--- src/rtl/snoop_loader.sv ---
// snoop_loader: host-side controller for the discus snoop port.
//
// Decodes a byte command stream from a host link and sequences snoop-port
// writes/reads into discus program memory. Owns the CPU reset line so that
// program memory is only ever written while the core is held in reset.
//
// Commands: 0x01 LOAD (count, addr, data...), 0x02 RUN, 0x03 HALT,
//           0x04 READ (addr). Any other byte is consumed and ignored.
//
// Ports:
//   clk, reset          - clock (shared with snoop port), async active-high reset
//   rx_data/valid/ready - command/data byte stream from host
//   tx_data/valid/ready - response byte to host (load ack or read data)
//   snoopa/d/q/m/p      - snoop address, write data, read data, mem select, strobe
//   cpu_reset           - drives discus reset
//   busy                - high whenever not idle
module snoop_loader #(
   parameter logic [7:0] ACK_BYTE       = 8'h06,
   parameter bit         RUN_AFTER_LOAD = 1'b0
) (
   input  logic       clk,
   input  logic       reset,
   input  logic [7:0] rx_data,
   input  logic       rx_valid,
   output logic       rx_ready,
   output logic [7:0] tx_data,
   output logic       tx_valid,
   input  logic       tx_ready,
   output logic [7:0] snoopa,
   output logic [7:0] snoopd,
   input  logic [7:0] snoopq,
   output logic       snoopm,
   output logic       snoopp,
   output logic       cpu_reset,
   output logic       busy
);

   typedef enum logic [2:0] {
      StIdle, StLCnt, StLAddr, StLData, StLAck, StRAddr, StRWait, StRSend
   } state_e;

   state_e     state_q, state_d;
   logic [8:0] cnt_q, cnt_d;
   logic [7:0] addr_q, addr_d;
   logic [7:0] snoopa_q, snoopa_d;
   logic [7:0] snoopd_q, snoopd_d;
   logic       snoopp_q, snoopp_d;
   logic       cpu_reset_q, cpu_reset_d;
   logic       tx_valid_q, tx_valid_d;
   logic [7:0] tx_data_q, tx_data_d;
   logic       rx_fire;

   assign rx_ready = (state_q inside {StIdle, StLCnt, StLAddr, StLData, StRAddr});
   assign rx_fire  = rx_valid && rx_ready;

   always_comb begin
      state_d     = state_q;
      cnt_d       = cnt_q;
      addr_d      = addr_q;
      snoopa_d    = snoopa_q;
      snoopd_d    = snoopd_q;
      snoopp_d    = 1'b0;  // strobe is a one-cycle pulse per accepted data byte
      cpu_reset_d = cpu_reset_q;
      tx_valid_d  = tx_valid_q;
      tx_data_d   = tx_data_q;

      case (state_q)
         StIdle: begin
            if (rx_fire) begin
               case (rx_data)
                  8'h01: begin
                     state_d     = StLCnt;
                     cpu_reset_d = 1'b1;  // hold the core before any write can occur
                  end
                  8'h02:   cpu_reset_d = 1'b0;
                  8'h03:   cpu_reset_d = 1'b1;
                  8'h04:   state_d = StRAddr;
                  default: ;
               endcase
            end
         end
         StLCnt: begin
            if (rx_fire) begin
               cnt_d   = (rx_data == 8'h00) ? 9'd256 : {1'b0, rx_data};
               state_d = StLAddr;
            end
         end
         StLAddr: begin
            if (rx_fire) begin
               addr_d  = rx_data;
               state_d = StLData;
            end
         end
         StLData: begin
            if (rx_fire) begin
               snoopa_d = addr_q;
               snoopd_d = rx_data;
               snoopp_d = 1'b1;
               addr_d   = addr_q + 8'd1;
               cnt_d    = cnt_q - 9'd1;
               if (cnt_q == 9'd1) state_d = StLAck;
            end
         end
         StLAck: begin
            if (!tx_valid_q) begin
               tx_valid_d = 1'b1;
               tx_data_d  = ACK_BYTE;
            end else if (tx_ready) begin
               tx_valid_d = 1'b0;
               state_d    = StIdle;
               if (RUN_AFTER_LOAD) cpu_reset_d = 1'b0;
            end
         end
         StRAddr: begin
            if (rx_fire) begin
               snoopa_d = rx_data;
               state_d  = StRWait;
            end
         end
         StRWait: state_d = StRSend;  // snoopq becomes valid one cycle after snoopa
         StRSend: begin
            if (!tx_valid_q) begin
               tx_valid_d = 1'b1;
               tx_data_d  = snoopq;
            end else if (tx_ready) begin
               tx_valid_d = 1'b0;
               state_d    = StIdle;
            end
         end
         default: state_d = StIdle;
      endcase
   end

   always_ff @(posedge clk or posedge reset) begin
      if (reset) begin
         state_q     <= StIdle;
         cnt_q       <= 9'd0;
         addr_q      <= 8'd0;
         snoopa_q    <= 8'd0;
         snoopd_q    <= 8'd0;
         snoopp_q    <= 1'b0;
         cpu_reset_q <= 1'b1;
         tx_valid_q  <= 1'b0;
         tx_data_q   <= 8'd0;
      end else begin
         state_q     <= state_d;
         cnt_q       <= cnt_d;
         addr_q      <= addr_d;
         snoopa_q    <= snoopa_d;
         snoopd_q    <= snoopd_d;
         snoopp_q    <= snoopp_d;
         cpu_reset_q <= cpu_reset_d;
         tx_valid_q  <= tx_valid_d;
         tx_data_q   <= tx_data_d;
      end
   end

   assign snoopa    = snoopa_q;
   assign snoopd    = snoopd_q;
   assign snoopp    = snoopp_q;
   assign snoopm    = 1'b0;
   assign cpu_reset = cpu_reset_q;
   assign tx_valid  = tx_valid_q;
   assign tx_data   = tx_data_q;
   assign busy      = (state_q != StIdle);

endmodule

--- config.mk ---
export PLATFORM = sky130hd
export DESIGN_NAME = snoop_loader
export DESIGN_NICKNAME = d
export VERILOG_FILES = /design/src/rtl/snoop_loader.sv
export SDC_FILE = /design/constraint.sdc
export NUM_CORES = 1
export LEC_CHECK = 0
export CORE_MARGIN = 2
export CORE_UTILIZATION = 53
export CTS_BUF_LIST = sky130_fd_sc_hd__clkbuf_4 sky130_fd_sc_hd__clkbuf_8
export DETAILED_ROUTE_END_ITERATION = 12
export GPL_TIMING_DRIVEN = 0
export PLACE_DENSITY = 0.91
export SYNTH_ARGS = -nofsm -noshare
export SYNTH_HDL_FRONTEND = slang
export SYNTH_SLANG_ARGS = --single-unit
--- constraint.sdc ---
create_clock -name clk -period 2.55 [get_ports clk]
set_input_delay 0.765 -clock clk [delete_from_list [all_inputs] [get_ports clk]]
set_output_delay 0.765 -clock clk [all_outputs]
set_load 0.02 [all_outputs]
==> results.json <==
{
  "outcome": "finished, final reports clean",
  "port-buffer-count": 47,
  "grt_pass1_wl_mm": 9.86,
  "synth_cell_types": 49,
  "syn_nets": 280,
  "htreeDepth": 2,
  "max-slew-margin-rel_pct": 64.1,
  "gp_congestion": 0.928,
  "yosysMostFrequentCell": "dfrtp_1",
  "cts_buffers": 5,
  "grt_pass1_vias": 2121,
  "power_frac_comb_pct": 51.6,
  "yosysTopAreaCell": "dfrtp_1",
  "max_cap_viol_count": 0,
  "root_buffer": "clkbuf_8",
  "finalSetupViolCount": 0,
  "synthFlopType": "dfrtp_1",
  "core_area_sq_mm": 0.00441,
  "post-route-period-util_pct": 96.3,
  "drc": 0,
  "first_pass_iters": 5,
  "rsz0062_at_grt": "false",
  "static-leakage-power_nw": 1.41,
  "cts_buffer_depth": 2,
  "cellInternalPower_mw": 2.49,
  "min_path_cells": 2,
  "grt_start_max_net_pins": 26,
  "dieArea_sq_mm": 0.00522,
  "dp.cells": 352,
  "tritoncts": "done",
  "wl_met2_mm": 2.95,
  "fin_ws_ns": 0.0949,
  "drt-met1-wl_mm": 2.47,
  "startpoint": "state_q[1]",
  "hold_viol_final": 0,
  "clk_latency_ns": 0.30,
  "drive_gt1_share_pct": 12.6,
  "wl_met3_um": 476,
  "holdBufCountCts": 0,
  "r2r_end": "state_q[2]",
  "overflow": 0,
  "std_cell_rows": 24,
  "final_cell_count_no_fill": 361,
  "top_level_ports": 50,
  "cp_max_fo": 12,
  "via_count": 2232,
  "grt_use_total_pct": 24.5,
  "cts.sinks": 47,
  "via_per_inst": 6.18,
  "antenna_found_initial": 0,
  "postLayoutCoreUtil_pct": 72.4,
  "min_period_ns": 2.46,
  "synth-edff-count": 0,
  "wl_per_cell_um": 16.7,
  "top_layer": "met4",
  "wl_mm": 6.02,
  "die_w_um": 72.3,
  "cp.arrival_ns": 1.69,
  "p_per_area_mw_per_mm2": 1320,
  "reg2reg_from": "state_q[1]",
  "syn2layout_area_growth_pct": 29.3,
  "drv_slew": 0,
  "ant_nets": 0,
  "netlist_top_cells_count": "dfrtp_1 (46), o21ai_0 (26), nor2_1 (25), nand2_1 (19), a21oi_1 (18)",
  "rr_worst_depth": 6,
  "tns_ns": 0,
  "drtIter0Drc": 215,
  "start_util_pct": 56.0,
  "path_class": "reg -> out",
  "r2r_setup_slack_ns": 0.38,
  "p_seq_share_pct": 33.0,
  "nets": 336,
  "n_antenna_cell": 0,
  "synthTopCellsByArea": "dfrtp_1 (47%), o21ai_0 (5.3%), mux2_2 (4.6%)",
  "ys_warn_count": 0,
  "switching_power_mw": 1.73,
  "vdd_ir_drop_max_uv": 767,
  "timing.critical_path.to": "rx_ready",
  "cp.required_ns": 1.79,
  "pwr-share-clk_pct": 15.3,
  "synthArstFlopShare_pct": 100,
  "avgSynthCellArea_sq_um": 9.81,
  "max_slew.worst_pin.slew_ns": 0.536,
  "synth_top_area_share_pct": 46.6,
  "cp-end-kind": "primary output",
  "hp-class": "reg -> reg",
  "finClkSkew_ns": 0.00326,
  "die_h_um": 72.3,
  "dp_worst_setup_slack_ns": -0.239,
  "syn_inst": 252,
  "synth_area_sq_mm": 0.00247,
  "clk_pin_slew_ns": 0.08,
  "ys_ff_latch": 47,
  "seq_area_frac_synth_pct": 47.6,
  "worst_setup_path_start_kind": "flip-flop",
  "place_hpwl_mm": 4.38,
  "swShare_pct": 41.0,
  "clock.fmax_ghz": 0.407
}
[metrics by stage]
step	cell area, sq um	hold slack, ns	power (mW)
6_report	3200	0.479	4.21
5_1_grt	3200	0.504	4.50
4_1_cts	3180	0.488	4.19
3_5_place_dp	3030	0.469	3.53
3_3_place_gp	3010	0.462	3.41
2_1_floorplan	2470	0.470	2.73
[registers in the layout, indices dropped and copies added, names as in the netlist]
signal and count:
tx_valid 1, tx_data 8, cnt_q 9, state_q 3, snoopd 8, snoopa 8, snoopp 1, cpu_reset 1
addr_q 8
[worst min path at each step]
stage,from,end
after global placement,snoopa[7],snoopa[7]
after CTS,snoopa[5],snoopa[5]
after detailed placement,snoopa[5],snoopa[5]
after floorplan,cnt_q[8],cnt_q[8]
final,snoopa[5],snoopa[5]
after global routing,snoopa[5],snoopa[5]
[repair_timing]
item | in CTS | in global routing
endpoints found under the setup margin | 2 | 2
gates resized for setup | 8 | 3
setup buffers | 2 | 0
[cell type report]
cell class              count  area [sq um]
multi-input cells         184          1230
fillers                   336          1220
flip-flops and latches     47          1180
repair buffers             50           509
clock buffers               6          76.3
well taps                  52          65.1
clock inverters             2          60.1
plain buffers              11          47.5
inverters                   9          33.8
[cells in the final DEF (no fill, tap or decap), drive strengths merged, types with 3 or more instances in the layout]
cell type      instances
dfrtp                 46
clkdlybuf4s50         44
o21ai                 26
nor2                  25
nand2                 19
a21oi                 18
clkbuf                14
mux2                  10
mux2i                  9
inv                    9
a22o                   8
ha                     8
buf                    7
a31oi                  5
nor3                   4
nand2b                 4
nor4                   4
nor2b                  3
nand3                  3
or2                    3
o22ai                  3
o22a                   3
[power groups by stage]
stage | logic [mW] | clock network [mW] | registers [mW]
after floorplan | 1.16 | 0 | 1.57
after detailed placement | 2.13 | 0 | 1.40
after CTS | 2.15 | 0.656 | 1.38
after global placement | 2.04 | 0 | 1.37
after global routing | 2.38 | 0.682 | 1.44
final | 2.18 | 0.646 | 1.39
[critical path: stages (launching register included)]
cell and delay [ns]:
dfrtp_1 0.43, ha_2 0.26, or2_2 0.33, nor2_1 0.10
o21ai_0 0.09, buf_2 0.18
[cell families (layout without fill, tap and decap cells)]
group	Yosys count	after routing	synth area share [%]
other cells	1	1	0.152
mux	19	19	8.20
fa+ha+maj	8	8	4.05
buf+inv	21	78	3.44
flops	47	47	47.6
xor+xnor	1	1	0.354
compound gates	81	81	21.4
simple gates	74	74	14.8
[per-layer routing]
| metal | vias to the layer above | track usage (%) |
|---|---|---|
| met3 | 20 | 5.00 |
| met4 | 0 | 9.43 |
| li1 | 1027 | - |
| met1 | 1077 | 31.1 |
| met2 | 108 | 41.2 |
| met5 | - | 0 |
Note: power is estimated with default switching activity, not from simulation.
